<file path="config.mk">
export PLATFORM = sky130hd
export DESIGN_NAME = mux_arbiter
export DESIGN_NICKNAME = d
export VERILOG_FILES = /design/src/rtl/mux_arbiter.sv
export SDC_FILE = /design/constraint.sdc
export NUM_CORES = 1
export LEC_CHECK = 0
export ABC_AREA = 1
export CAP_MARGIN = 40
export CORE_UTILIZATION = 30
export CTS_CLUSTER_DIAMETER = 80
export DETAILED_ROUTE_END_ITERATION = 12
export HOLD_SLACK_MARGIN = 0.03
export PLACE_DENSITY = 0.95
export SLEW_MARGIN = 20
export SYNTH_ARGS = -nofsm -noshare
export SYNTH_HDL_FRONTEND = slang
export SYNTH_SLANG_ARGS = --single-unit
</file>
<file path="constraint.sdc">
create_clock -name clk -period 2.6 [get_ports clk]
set_input_delay 0.39 -clock clk [delete_from_list [all_inputs] [get_ports clk]]
set_output_delay 0.39 -clock clk [all_outputs]
set_load 0.1 [all_outputs]
</file>
<file path="src/rtl/mux_arbiter.sv">
// Two-requester round-robin burst arbiter driving the select of a shared 2:1 data mux.
// Bursts run back-to-back; the winner of the next burst is picked on the last accepted beat.
module mux_arbiter #(
    parameter int WIDTH = 32,
    parameter int LEN_W = 4
) (
    input  logic             clk,
    input  logic             rst,
    input  logic             req_a,
    input  logic [LEN_W-1:0] len_a,
    input  logic [WIDTH-1:0] a,
    input  logic             req_b,
    input  logic [LEN_W-1:0] len_b,
    input  logic [WIDTH-1:0] b,
    input  logic             ready,
    output logic [WIDTH-1:0] out,
    output logic             out_valid,
    output logic             s,
    output logic             gnt_a,
    output logic             gnt_b,
    output logic             ack_a,
    output logic             ack_b
);

    typedef enum logic [1:0] {
        IDLE,
        GNT_A,
        GNT_B
    } state_t;

    state_t           state;
    logic [LEN_W-1:0] cnt;
    logic             last;

    logic beat;
    logic rearb;
    logic anyreq;
    logic pickb;

    assign beat   = out_valid & ready;
    assign rearb  = (state == IDLE) | (beat & (cnt == '0));
    assign anyreq = req_a | req_b;
    // On a tie the requester that was not granted last wins.
    assign pickb  = req_b & (~req_a | ~last);

    assign out   = s ? b : a;
    assign ack_a = gnt_a & ready;
    assign ack_b = gnt_b & ready;

    always_ff @(posedge clk or posedge rst) begin
        if (rst) begin
            state     <= IDLE;
            cnt       <= '0;
            last      <= 1'b1;
            s         <= 1'b0;
            out_valid <= 1'b0;
            gnt_a     <= 1'b0;
            gnt_b     <= 1'b0;
        end else if (rearb) begin
            if (anyreq) begin
                state     <= pickb ? GNT_B : GNT_A;
                cnt       <= pickb ? len_b : len_a;
                last      <= pickb;
                s         <= pickb;
                out_valid <= 1'b1;
                gnt_a     <= ~pickb;
                gnt_b     <= pickb;
            end else begin
                state     <= IDLE;
                out_valid <= 1'b0;
                gnt_a     <= 1'b0;
                gnt_b     <= 1'b0;
            end
        end else if (beat) begin
            cnt <= cnt - LEN_W'(1);
        end
    end

endmodule
</file>
==> flow_metrics.tcl <==
set metrics [dict create \
    status "finished clean" \
    initial_core_util 0.324 \
    grt_pass1_wl_microns 7340 \
    hold_path_class "in2async" \
    irDropWorstVdd_v 0.000878 \
    wl_microns 4860 \
    slew_headroom 0.659 \
    die_x_microns 59.9 \
    cts_tree "yes" \
    route.detailed.wl_per_inst_microns 17.2 \
    via_per_inst 4.80 \
    required_ns 2.21 \
    end_kind "output port" \
    track_usage 0.292 \
    cts-htree-levels 1 \
    cts_max_path_buffers 2 \
    overflow 0 \
    ios 115 \
    netlist_area_sq_mm 0.00100 \
    clock_sinks 9 \
    layout_commonest_cell "clkdlybuf4s50_1" \
    first_iter_violations 33 \
    first_pass_iters 4 \
    syn_avg_cell_area_sq_um 8.24 \
    dpl.cell_count 278 \
    cts-root-buf "clkbuf_4" \
    grt_pass1_vias 1459 \
    ys_warn_count 0 \
    cts.reportedPaths.clkPinSlew_ns 0.06 \
    cts_resized 0 \
    syn_nets 201 \
    synth.distinct_cells 22 \
    gp_congestion 0.822 \
    drc 0 \
    ys_ff_latch 9 \
    drive_above_1_share 0.328 \
    syn-instance-count 122 \
    cts_buffers 3 \
    areaGrowthSynthToFinish_pct 154 \
    p_leak_nw 1.15 \
    ctsHoldBuffers 0 \
    rsz0062_at_grt "false" \
    fin_skew_ns 0.00409 \
    final.setup.tns_ns 0 \
    multi_input_area_sq_um 713 \
    power_w 0.00357 \
    clk-insertion-delay-late_ns 0.27 \
    die_area_sq_mm 0.00358 \
    regArea_sq_um 226 \
    worstMarginPinSlew_ns 0.512 \
    max_freq_mhz 451 \
    crit_type "reg2out" \
    grt_max_degree 13 \
    num_antenna_cells 0 \
    coreArea_sq_mm 0.00310 \
    power_density_mw_per_mm2 1400 \
    finalCritPeriodShare 0.854 \
    ant_nets 0 \
    fin_cells 282 \
    cp_max_fo 12 \
    hold_violations 0 \
    critPathArrivalTime_ns 1.83 \
    cp-start-kind "register" \
    fillers 188 \
    port-buffer-count 114 \
    finalSetupViolCount 0 \
    rows 20 \
    dr_total_vias 1354 \
    die_h_microns 59.9 \
    post-cts-setup-buffers 0 \
    antenna_found_initial 0 \
    maxSlewViolCount 0 \
    layout.nets 318 \
    drv_cap 0 \
    period_needed_ns 2.22 \
    final_cell_mix "clkdlybuf4s50_1 (76), nand2_1 (43), buf_12 (34)" \
    dpl.hpwl_microns 4280 \
    ys_seq_area_frac 0.225 \
]
layout make-up:
type,instances,share of cell area
clock buffer,4,0.0103
tap,44,0.0216
multi-input combinational,97,0.279
inverter,12,0.0176
timing repair buffer,116,0.582
sequential,9,0.0887
critical path, cell delays in order (launching register included):
cell and delay, ns:
dfrtp_1 0.66, buf_4 0.30, mux2_1 0.40, buf_12 0.19
path summary, 6_finish.rpt:
path                        start  endpoint  slack [ns]  cells after the start
min reg2reg                  last      last        0.49                      2
min in group clk             last      last        0.49                      2
max reg2reg                cnt[0]    cnt[3]        1.20                      9
min                           rst    cnt[3]        0.39                      2
max                             s   out[27]        0.38                      3
max in group asynchronous     rst      last        1.90                      2
kinds of logic after synthesis:
group                      count (synthesis)  share of synthesized area
DFF                                        9                      0.225
and+or+nand+nor                           60                      0.306
xor gates and xnor gates                   1                    0.00872
adders and majority gates                  2                     0.0249
buffers and inverters                     16                     0.0648
muxes                                     32                      0.359
AOI/OAI and AO/OA                          2                     0.0112
metal layers:
metal	GRT usage	wire [microns]
met2	0.581	2650
met1	0.267	1600
met3	0.0628	373
met4	0.166	233
met5	0	0
flip-flops by register name, indices dropped and copies added, names as in the netlist:
register   count
cnt            4
out_valid      1
state          1
gnt_b          1
last           1
s              1
where the power goes:
group          leakage (nW)  internal, W  switching, W  total [W]
Sequential            0.109     0.000217     0.0000933   0.000311
Combinational          1.03      0.00111       0.00204    0.00314
Clock                0.0150    0.0000595     0.0000537   0.000113
Total                  1.15      0.00138       0.00218    0.00357
synth_stat cells (all sizes together):
library cell / count / area [sq um]
buf: 4 / 20.0
dfrtp: 8 / 200
dfstp: 1 / 26.3
ha: 2 / 25.0
inv: 12 / 45.0
mux2: 32 / 360
nand2: 47 / 219
nand3: 9 / 62.6
nand3b: 1 / 7.51
nand4: 1 / 6.26
nor2: 1 / 6.26
o21ai: 1 / 5.00
o22ai: 1 / 6.26
or2: 1 / 6.26
xor2: 1 / 8.76
metrics by stage:
stage / util / hold slack, ns / setup slack [ns] / area (sq um)
3_5_place_dp: 0.814 / 0.470 / 0.671 / 2530
5_1_grt: 0.823 / 0.400 / 0.293 / 2550
2_1_floorplan: - / 0.217 / 0.0707 / 1000
4_1_cts: 0.823 / 0.394 / 0.363 / 2550
6_report: 0.823 / 0.392 / 0.381 / 2550
3_3_place_gp: 0.814 / 0.452 / 0.729 / 2530
Note: power is estimated with default switching activity, not from simulation.
